--- config.mk ---
export PLATFORM = sky130hd
export DESIGN_NAME = uivmon
export DESIGN_NICKNAME = d
export VERILOG_FILES = /design/src/rtl/uivid_pkg.sv /design/src/rtl/uivid_edge.sv /design/src/rtl/uivmon.sv
export SDC_FILE = /design/constraint.sdc
export NUM_CORES = 1
export LEC_CHECK = 0
export ABC_AREA = 1
export BUFFER_PORTS_ARGS = -buffer_cell sky130_fd_sc_hd__buf_4
export CELL_PAD_IN_SITES_DETAIL_PLACEMENT = 1
export CELL_PAD_IN_SITES_GLOBAL_PLACEMENT = 1
export CORE_MARGIN = 3
export CORE_UTILIZATION = 35
export CTS_CLUSTER_DIAMETER = 120
export CTS_CLUSTER_SIZE = 28
export DETAILED_ROUTE_END_ITERATION = 7
export PLACE_DENSITY = 0.75
export SETUP_SLACK_MARGIN = 0.05
export SKIP_LAST_GASP = 1
export SLEW_MARGIN = 20
export SYNTH_ARGS = -nofsm -noshare
export SYNTH_HDL_FRONTEND = slang
export SYNTH_SLANG_ARGS = --single-unit
export TNS_END_PERCENT = 30
--- constraint.sdc ---
create_clock -name mon_clk_i -period 7.04 [get_ports mon_clk_i]
set_clock_uncertainty 0.2 [all_clocks]
set_input_delay 1.408 -clock mon_clk_i [delete_from_list [all_inputs] [get_ports mon_clk_i]]
set_output_delay 1.408 -clock mon_clk_i [all_outputs]
set_load 0.005 [all_outputs]
--- src/rtl/uivid_pkg.sv ---
// Shared definitions for the video pattern generator and the stream monitor:
// lock state encoding, grid pattern constants and the default 720p geometry.
package uivid_pkg;

   typedef enum logic [1:0] {
      SEARCH  = 2'd0,
      MEASURE = 2'd1,
      LOCKED  = 2'd2
   } mon_state_t;

   localparam int          GRID_BIT   = 4;
   localparam logic [23:0] GRID_BLACK = 24'h000000;
   localparam logic [23:0] GRID_WHITE = 24'hFFFFFF;

   localparam int DEF_H_ACT = 1280;
   localparam int DEF_V_ACT = 720;
   localparam int DEF_H_TOT = 1650;
   localparam int DEF_V_TOT = 750;

   // Cells whose x/y cell indices differ in parity are black.
   function automatic logic [23:0] grid_pixel(input logic x_cell, input logic y_cell);
      return (x_cell ^ y_cell) ? GRID_BLACK : GRID_WHITE;
   endfunction

endpackage

--- src/rtl/uivid_edge.sv ---
// Registers one sync bit and reports its rising and falling edges
// against the live input.
module uivid_edge (
   input  logic clk,
   input  logic rst_n,
   input  logic sync,
   output logic rise,
   output logic fall
);

   logic sync_reg;

   always_ff @(posedge clk or negedge rst_n) begin
      if (!rst_n) begin
         sync_reg <= 1'b0;
      end else begin
         sync_reg <= sync;
      end
   end

   assign rise = ~sync_reg & sync;
   assign fall = sync_reg & ~sync;

endmodule

--- src/rtl/uivmon.sv ---
// Sink-side video monitor: measures frame geometry, locks after two matching
// frames and counts pixel mismatches against the 16x16 black/white grid.
module uivmon
   import uivid_pkg::*;
#(
   parameter int EXP_H_ACT = DEF_H_ACT,
   parameter int EXP_V_ACT = DEF_V_ACT,
   parameter int CNT_W     = 12,
   parameter int ERR_W     = 16
) (
   input  logic             mon_clk_i,
   input  logic             mon_rstn_i,
   input  logic             mon_vs_i,
   input  logic             mon_hs_i,
   input  logic             mon_de_i,
   input  logic [23:0]      mon_data_i,
   input  logic             chk_en_i,
   input  logic             err_clr_i,
   output logic [CNT_W-1:0] h_act_o,
   output logic [CNT_W-1:0] v_act_o,
   output logic [CNT_W-1:0] h_tot_o,
   output logic [CNT_W-1:0] v_tot_o,
   output logic [15:0]      frame_cnt_o,
   output logic             frame_done_o,
   output logic             lock_o,
   output logic             fmt_ok_o,
   output logic [ERR_W-1:0] err_cnt_o
);

   localparam logic [CNT_W-1:0] EXP_H   = CNT_W'(EXP_H_ACT);
   localparam logic [CNT_W-1:0] EXP_V   = CNT_W'(EXP_V_ACT);
   localparam logic [CNT_W-1:0] CNT_ONE = CNT_W'(1);
   localparam logic [ERR_W-1:0] ERR_ONE = ERR_W'(1);

   function automatic logic [CNT_W-1:0] sat_inc(input logic [CNT_W-1:0] v);
      return (&v) ? v : v + CNT_ONE;
   endfunction

   // Edge detection for vs (bit 0), hs (bit 1) and de (bit 2).
   logic [2:0] sync_in;
   logic [2:0] edge_rise;
   logic [2:0] edge_fall;
   assign sync_in = {mon_de_i, mon_hs_i, mon_vs_i};

   genvar gi;
   generate
      for (gi = 0; gi < 3; gi++) begin : g_edge
         uivid_edge u_edge (
            .clk   (mon_clk_i),
            .rst_n (mon_rstn_i),
            .sync  (sync_in[gi]),
            .rise  (edge_rise[gi]),
            .fall  (edge_fall[gi])
         );
      end
   endgenerate

   logic vs_rise;
   logic hs_rise;
   logic de_fall;
   logic unused_edges;
   assign vs_rise      = edge_rise[0];
   assign hs_rise      = edge_rise[1];
   assign de_fall      = edge_fall[2];
   assign unused_edges = edge_rise[2] | edge_fall[0] | edge_fall[1];

   logic [CNT_W-1:0] hpix_reg;
   logic [CNT_W-1:0] hclk_reg;
   logic [CNT_W-1:0] vline_reg;
   logic [CNT_W-1:0] vhs_reg;
   logic [CNT_W-1:0] sh_h_act_reg;
   logic [CNT_W-1:0] sh_h_tot_reg;

   always_ff @(posedge mon_clk_i or negedge mon_rstn_i) begin
      if (!mon_rstn_i) begin
         hpix_reg     <= '0;
         hclk_reg     <= '0;
         vline_reg    <= '0;
         vhs_reg      <= '0;
         sh_h_act_reg <= '0;
         sh_h_tot_reg <= '0;
      end else begin
         if (de_fall) begin
            hpix_reg     <= '0;
            sh_h_act_reg <= hpix_reg;
         end else if (mon_de_i) begin
            hpix_reg <= sat_inc(hpix_reg);
         end

         if (hs_rise) begin
            sh_h_tot_reg <= hclk_reg;
            hclk_reg     <= CNT_ONE;
         end else begin
            hclk_reg <= sat_inc(hclk_reg);
         end

         // An hs rise coincident with vs rise is the new frame's first line.
         if (vs_rise) begin
            vline_reg <= '0;
            vhs_reg   <= hs_rise ? CNT_ONE : '0;
         end else begin
            if (de_fall) begin
               vline_reg <= sat_inc(vline_reg);
            end
            if (hs_rise) begin
               vhs_reg <= sat_inc(vhs_reg);
            end
         end
      end
   end

   // Geometry of the ending frame, including a line or line total that
   // completes in the same cycle as the vs rise.
   logic [CNT_W-1:0] cur_h_act;
   logic [CNT_W-1:0] cur_v_act;
   logic [CNT_W-1:0] cur_h_tot;
   logic [CNT_W-1:0] cur_v_tot;
   logic             geom_same;
   logic             fmt_match;

   assign cur_h_act = de_fall ? hpix_reg : sh_h_act_reg;
   assign cur_v_act = de_fall ? sat_inc(vline_reg) : vline_reg;
   assign cur_h_tot = hs_rise ? hclk_reg : sh_h_tot_reg;
   assign cur_v_tot = vhs_reg;

   logic [CNT_W-1:0] h_act_reg;
   logic [CNT_W-1:0] v_act_reg;
   logic [CNT_W-1:0] h_tot_reg;
   logic [CNT_W-1:0] v_tot_reg;
   logic [15:0]      frame_cnt_reg;
   logic             frame_done_reg;
   logic             lock_reg;
   logic             fmt_ok_reg;
   mon_state_t       state_reg;

   assign geom_same = (cur_h_act == h_act_reg) && (cur_v_act == v_act_reg) &&
                      (cur_h_tot == h_tot_reg) && (cur_v_tot == v_tot_reg);
   assign fmt_match = (cur_h_act == EXP_H) && (cur_v_act == EXP_V);

   always_ff @(posedge mon_clk_i or negedge mon_rstn_i) begin
      if (!mon_rstn_i) begin
         state_reg      <= SEARCH;
         h_act_reg      <= '0;
         v_act_reg      <= '0;
         h_tot_reg      <= '0;
         v_tot_reg      <= '0;
         frame_cnt_reg  <= '0;
         frame_done_reg <= 1'b0;
         lock_reg       <= 1'b0;
         fmt_ok_reg     <= 1'b0;
      end else begin
         frame_done_reg <= 1'b0;
         if (vs_rise) begin
            case (state_reg)
               SEARCH: state_reg <= MEASURE;
               MEASURE, LOCKED: begin
                  h_act_reg      <= cur_h_act;
                  v_act_reg      <= cur_v_act;
                  h_tot_reg      <= cur_h_tot;
                  v_tot_reg      <= cur_v_tot;
                  frame_cnt_reg  <= frame_cnt_reg + 16'd1;
                  frame_done_reg <= 1'b1;
                  // A locked set always has nonzero v_act, so one test serves both states.
                  if (geom_same && (cur_v_act != '0)) begin
                     state_reg  <= LOCKED;
                     lock_reg   <= 1'b1;
                     fmt_ok_reg <= fmt_match;
                  end else begin
                     state_reg  <= MEASURE;
                     lock_reg   <= 1'b0;
                     fmt_ok_reg <= 1'b0;
                  end
               end
               default: state_reg <= SEARCH;
            endcase
         end
      end
   end

   logic [ERR_W-1:0] err_reg;
   logic             chk_active;
   logic             pix_bad;

   assign chk_active = (state_reg == LOCKED) && chk_en_i && mon_de_i;
   assign pix_bad    = mon_data_i != grid_pixel(hpix_reg[GRID_BIT], vline_reg[GRID_BIT]);

   always_ff @(posedge mon_clk_i or negedge mon_rstn_i) begin
      if (!mon_rstn_i) begin
         err_reg <= '0;
      end else if (err_clr_i) begin
         err_reg <= '0;
      end else if (chk_active && pix_bad && !(&err_reg)) begin
         err_reg <= err_reg + ERR_ONE;
      end
   end

   assign h_act_o      = h_act_reg;
   assign v_act_o      = v_act_reg;
   assign h_tot_o      = h_tot_reg;
   assign v_tot_o      = v_tot_reg;
   assign frame_cnt_o  = frame_cnt_reg;
   assign frame_done_o = frame_done_reg;
   assign lock_o       = lock_reg;
   assign fmt_ok_o     = fmt_ok_reg;
   assign err_cnt_o    = err_reg;

endmodule

Word level (Yosys, flattened, before mapping):

Index checks and enable logic that the tools add are counted.

* add/subtract/negate cells: 6
* eq/ne operators: 12
* muxes and demuxes: 23
* bitwise operators: 7
* reduce and logical (&&, ||, !) cells: 24

Operator list (number)
* $mux W12: 13
* $add A12 B1 Y12 const B: 4
* $eq A12 B12 Y1: 4
* $reduce_and A12 Y1: 4
* $add A16 B1 Y16 const B: 2
* $mux W16: 2
* $mux W24: 1
* $ne A24 B24 Y1: 1
* $reduce_and A16 Y1: 1
* $eq A12 B10 Y1 const B: 1
* $eq A12 B11 Y1 const B: 1
* $reduce_bool A12 Y1: 1
* $logic_and A1 B1 Y1: 9
* $reduce_and A2 Y1: 3
* $reduce_bool A2 Y1: 3
* $mux W1: 5
* $ne A2 B2 Y1 const B: 2
* $pmux W2 S2: 1
* $and A1 B1 Y1: 3
* $not A1 Y1: 3
* $eq A2 B1 Y1 const B: 1
* $eq A2 B2 Y1 const B: 1
* $logic_not A2 Y1: 1
* $mux W2: 1
* 4 further kinds: 4

* register bits after elaboration: 160
* bits of input ports: 31
* output and inout port bits: 83
* logic and storage cells: 91

Longest topological paths before layout:

* depth in word-level cells: 10
* mapped depth: 19
* gate-level depth less buffers: 18

By module:

From an unflattened synthesis, not the netlist that was laid out.

* cell total of the unflattened synthesis: 1091
* area, all modules: 8349.3 um^2

By module, submodules not included
* uivmon: instances 1, cells each 1076, area an instance 8229.1 um^2, sequential area each 3928.8 um^2
* uivid_edge: instances 3, cells each 5, area an instance 40.0 um^2, sequential area each 25.0 um^2

Worst setup path after synthesis:

Ideal clock, no wire load.

* path type: input to register
* start: in mon_de_i
* end: reg state_reg[0]
* library setup time: 116 ps
* arrival time: 2755 ps
* data required time: 6724 ps
* slack: 3969 ps
* stages: 14
* path buffers: 0
* cell sequence: inv_2 > nand2_4 > nor2_1 > and2_1 > nand3_1 > nand3_1 > xor2_1 > nand3_1 > nor2_1 > nand3_1 > nand2_1 > nand2_1 > nand2_1 > nand2_1

* longest elaborated chain between the ends: 10
* elaborated cells on any way between the ends: 13
* classes of those cells: eq/ne: 2; mux: 4; bitwise: 2; reduce/logical: 5

RTL lines
* start, declared: RTL line uivmon.sv:15 `input logic mon_de_i,`
* $not A1 Y1 (*): RTL line uivid_edge.sv:22 `assign fall = sync_reg & ~sync;`
* $and A1 B1 Y1 (*): RTL line uivid_edge.sv:22
* $mux W12 (on tied branches): RTL line uivmon.sv:121, uivmon.sv:122
* $eq A12 B12 Y1: RTL line uivmon.sv:136 `assign geom_same = (cur_h_act == h_act_reg) && (cur_v_act == v_act_reg) &&`
* $logic_and A1 B1 Y1 (2 in a row): RTL line uivmon.sv:136
* $logic_and A1 B1 Y1: RTL line uivmon.sv:137 `(cur_h_tot == h_tot_reg) && (cur_v_tot == v_tot_reg);`
* $logic_and A1 B1 Y1 (*): RTL line uivmon.sv:164 `if (geom_same && (cur_v_act != '0)) begin`
* $mux W2 (*): RTL line uivmon.sv:164
* $pmux W2 S2 (*): RTL line uivmon.sv:154 `case (state_reg)`
* end signal, assigned: RTL line uivmon.sv:142 `state_reg <= SEARCH;`
* end signal, assigned: RTL line uivmon.sv:155 `SEARCH: state_reg <= MEASURE;`
* end signal, assigned: RTL line uivmon.sv:165 `state_reg <= LOCKED;`
* end, declared: RTL line uivmon.sv:134 `mon_state_t state_reg;`

Mark *: on every way between the ends. The rest lies on a longest branch, timed or not.
A chain may end at the register's enable or synchronous reset.

Worst setup path in the final report:

* start: in mon_vs_i
* end: reg frame_cnt_reg[12] (netlist: frame_cnt_o[12])

* longest elaborated chain between the ends: 2

RTL lines
* start, declared: RTL line uivmon.sv:13 `input logic mon_vs_i,`
* $and A1 B1 Y1: RTL line uivid_edge.sv:21 `assign rise = ~sync_reg & sync;`
* $reduce_and A2 Y1 (no source line)
* end signal, assigned: RTL line uivmon.sv:161 `frame_cnt_reg <= frame_cnt_reg + 16'd1;`
* end, declared: RTL line uivmon.sv:130 `logic [15:0] frame_cnt_reg;`

Every way passes these cells.

==> parameters.txt <==
Parameter                              Value

Place
  Post-Place Cells ... 1584
  Setup slack at placement ... 2.26 ns
  Final HPWL from detailed placement ... 19200 µm
  Port-buffer cells ... 113
  Placer congestion estimate ... 0.854
  Area after detailed placement ... 9760 µm²

Global routing
  Maximum number of pins on one net before global-route repair ... 74
  Remaining global-route overflow ... 0
  Number of global-route vias before repair ... 8384
  First-pass GRT wire length ... 42700 µm
  Number of antenna violations at the first check in global routing ... 0
  Global Route Usage Sum ... 20.0%

Setup path
  Slack of the worst reg-to-reg path ... 3.44 ns
  CP startpoint kind ... primary input
  CP max-delay cell ... nand2_2
  Number of buffers and inverters on the critical path ... 2
  Data required, critical path ... 7.16 ns
  Chain of cells forming the critical path ... buf_4, inv_1, nor2_2, nand2_2, nor2_1, nand3_1, nand3b_1, nor3_1, nand2_1, xnor2_1
  Family with the most delay on the worst path ... simple AND/OR/NAND/NOR gates
  Worst EP arrival ... 4.43 ns
  Critical Path Sink Type ... register
  Maximum fanout along the worst path ... 60
  Crit Path Class ... in -> reg
  Worst stage delay on the critical path ... 0.83 ns

Status
  Result of the run ... completed

Detailed routing
  Post-DRT Antenna Nets ... 0
  Top layer in use ... met4
  Routed length per instance ... 15.8 µm
  DRC violations left ... 0
  Number of iterations in the first detailed-routing pass ... 4
  Number of design-rule violations left by the first detailed-router iteration ... 371
  Routed wire length on met3 ... 1190 µm
  DRT met1 WL ... 12200 µm
  Post-detailed-routing wire length ... 25600 µm
  Vias after detailed routing ... 8076
  Via-to-Cell Ratio ... 5.00
  Detailed-routed wire length on met2 ... 12000 µm

Cells and area
  Ratio of cells with drive above 1 in the final layout ... 11.9%
  Final Instance Area ... 10300 µm²
  Count of non-filler cells in the finished layout ... 1616
  Most used cells in the layout excluding fill and tap cells ... nand2_1, inv_1, dfrtp_1
  Synthesis-to-layout area growth ... 20.4%
  Final Net Count ... 1324
  Most common cell after layout, fill and taps aside ... nand2_1
  Antenna fix cells ... 0

Clocking
  Worst-Skew Late Latency ... 0.43 ns
  TritonCTS clock tree ... built
  TritonCTS Sinks ... 160
  Number of hold-repair buffers added at the cts stage ... 0
  Root cell of the clock tree ... clkbuf_16
  Number of H-tree levels ... 4
  Gates resized, CTS repair ... 0
  Post-CTS setup buffer count ... 0
  Total CTS buffers ... 17
  Clock transition at the registers of the reported paths ... 0.07 ns
  Clock buffer depth ... 2

STA
  Peak clock frequency supported by timing ... 0.232 GHz
  Number of failing hold endpoints at the final stage ... 0
  Time the worst path needs with I/O delays and setup ... 4.31 ns
  Fraction of the cycle the final worst path needs ... 61.2%
  Min Hold Slack ... 0.278 ns
  Worst setup slack after layout ... 2.73 ns
  Setup violators final ... 0
  Transition time at the pin with the least slew margin ... 1.04 ns
  Relative slew slack ... 30.7%
  Final Max Tran Viols ... 0
  Accumulated negative setup slack ... 0 ns
  Unrepaired setup endpoints after global routing ... no

Pwr
  Static Leakage ... 5.23 nW
  Total power per unit cell area ... 256 nW/µm²
  Highest ir drop seen on vdd ... 0.000143 V

Die
  Die width ... 163 µm
  Core Box Area ... 23800 µm²
  Initial cell density of the core ... 36.1%
  Std-Cell Rows ... 56
  I/O pin cnt ... 114
  Chip height ... 163 µm
  Area of the die ... 26500 µm²

Synthesis
  Post-Syn Area ... 8590 µm²
  Count of unique library cells instantiated by Yosys ... 35
  Average cell area after synthesis ... 7.33 µm²
  Warnings from Yosys ... 0
  Post-synth EDFFs ... 0
  Number of nets produced by synthesis ... 1212
  Most used DFF post-synth ... dfrtp_1
  Sequential fraction of the synthesis area ... 46.6%
  Flip-flop and latch count after synthesis ... 160
  Asr flop ratio synth ... 100%
  Post-Syn Instances ... 1172

Flow run
  Max_cap viols ... 0

Min path
  Type of the most critical hold path ... reg -> reg
==> metrics by stage <==
step	total power [W]	utilization, %
5_1_grt	0.00283	43.4
3_3_place_gp	0.00173	41.0
3_5_place_dp	0.00175	41.0
2_1_floorplan	0.00147	-
4_1_cts	0.00268	43.4
6_report	0.00265	43.4
==> cell families after synthesis <==
group | synth area share, %
xor+xnor | 2.86
simple gates | 32.9
flops | 46.6
compound gates | 8.13
buf+inv | 8.22
fa+ha+maj | 1.31
==> area by class of cell <==
cell class              count  area (µm²)
fillers                  2996       13500
flip-flops and latches    160        4000
multi-input cells         828        3880
repair buffers            116         875
inverters                 161         604
clock buffers              22         474
well taps                 319         399
clock inverters            10         103
==> per-layer routing <==
layer / up-vias / global-route usage (%)
met1: 3936 / 27.7
met4: 0 / 3.54
met3: 14 / 3.74
li1: 3989 / -
met5: - / 0
met2: 137 / 33.1
==> synth_stat cells, drive strengths merged (6+ instances only) <==
| cell | instances | area [µm²] |
|---|---|---|
| ha | 9 | 113 |
| nand2 | 361 | 1370 |
| dfrtp | 160 | 4000 |
| nand4 | 29 | 181 |
| buf | 6 | 37.5 |
| clkbuf | 17 | 63.8 |
| nor4 | 11 | 68.8 |
| nor3 | 24 | 120 |
| nand3b | 13 | 97.6 |
| a21oi | 25 | 125 |
| nor2 | 122 | 463 |
| inv | 161 | 604 |
| nand3 | 96 | 485 |
| o21ai | 86 | 430 |
| xor2 | 14 | 123 |
| xnor2 | 14 | 123 |
==> worst register-to-register path, stage by stage (launching register included) <==
cell and delay (ns):
dfrtp_1 0.37, nor2_2 0.65, nand2_2 0.84, nor2_1 0.42, nand3_1 0.16, nand3b_1 0.25, nor3_1 0.33, nand2_1 0.12
xnor2_1 0.14
==> report_power, final <==
part	switching (W)	internal [W]
Clock	0.000393	0.000519
Combinational	0.000353	0.000243
Sequential	0.000115	0.00103
==> path summary, 6_finish.rpt <==
kind / depth (start not counted) / from / end
worst min register to register: 1 / frame_cnt_o[15] / frame_cnt_o[15]
min in group asynchronous: 1 / mon_rstn_i / hpix_reg[3]
worst max register to register: 8 / g_edge[0].u_edge.sync_reg / frame_cnt_o[12]
worst max-delay path: 10 / mon_vs_i / frame_cnt_o[12]
max in group asynchronous: 2 / mon_rstn_i / frame_cnt_o[5]
worst min-delay path: 1 / frame_cnt_o[15] / frame_cnt_o[15]
Power figures use the tool's default switching activity.
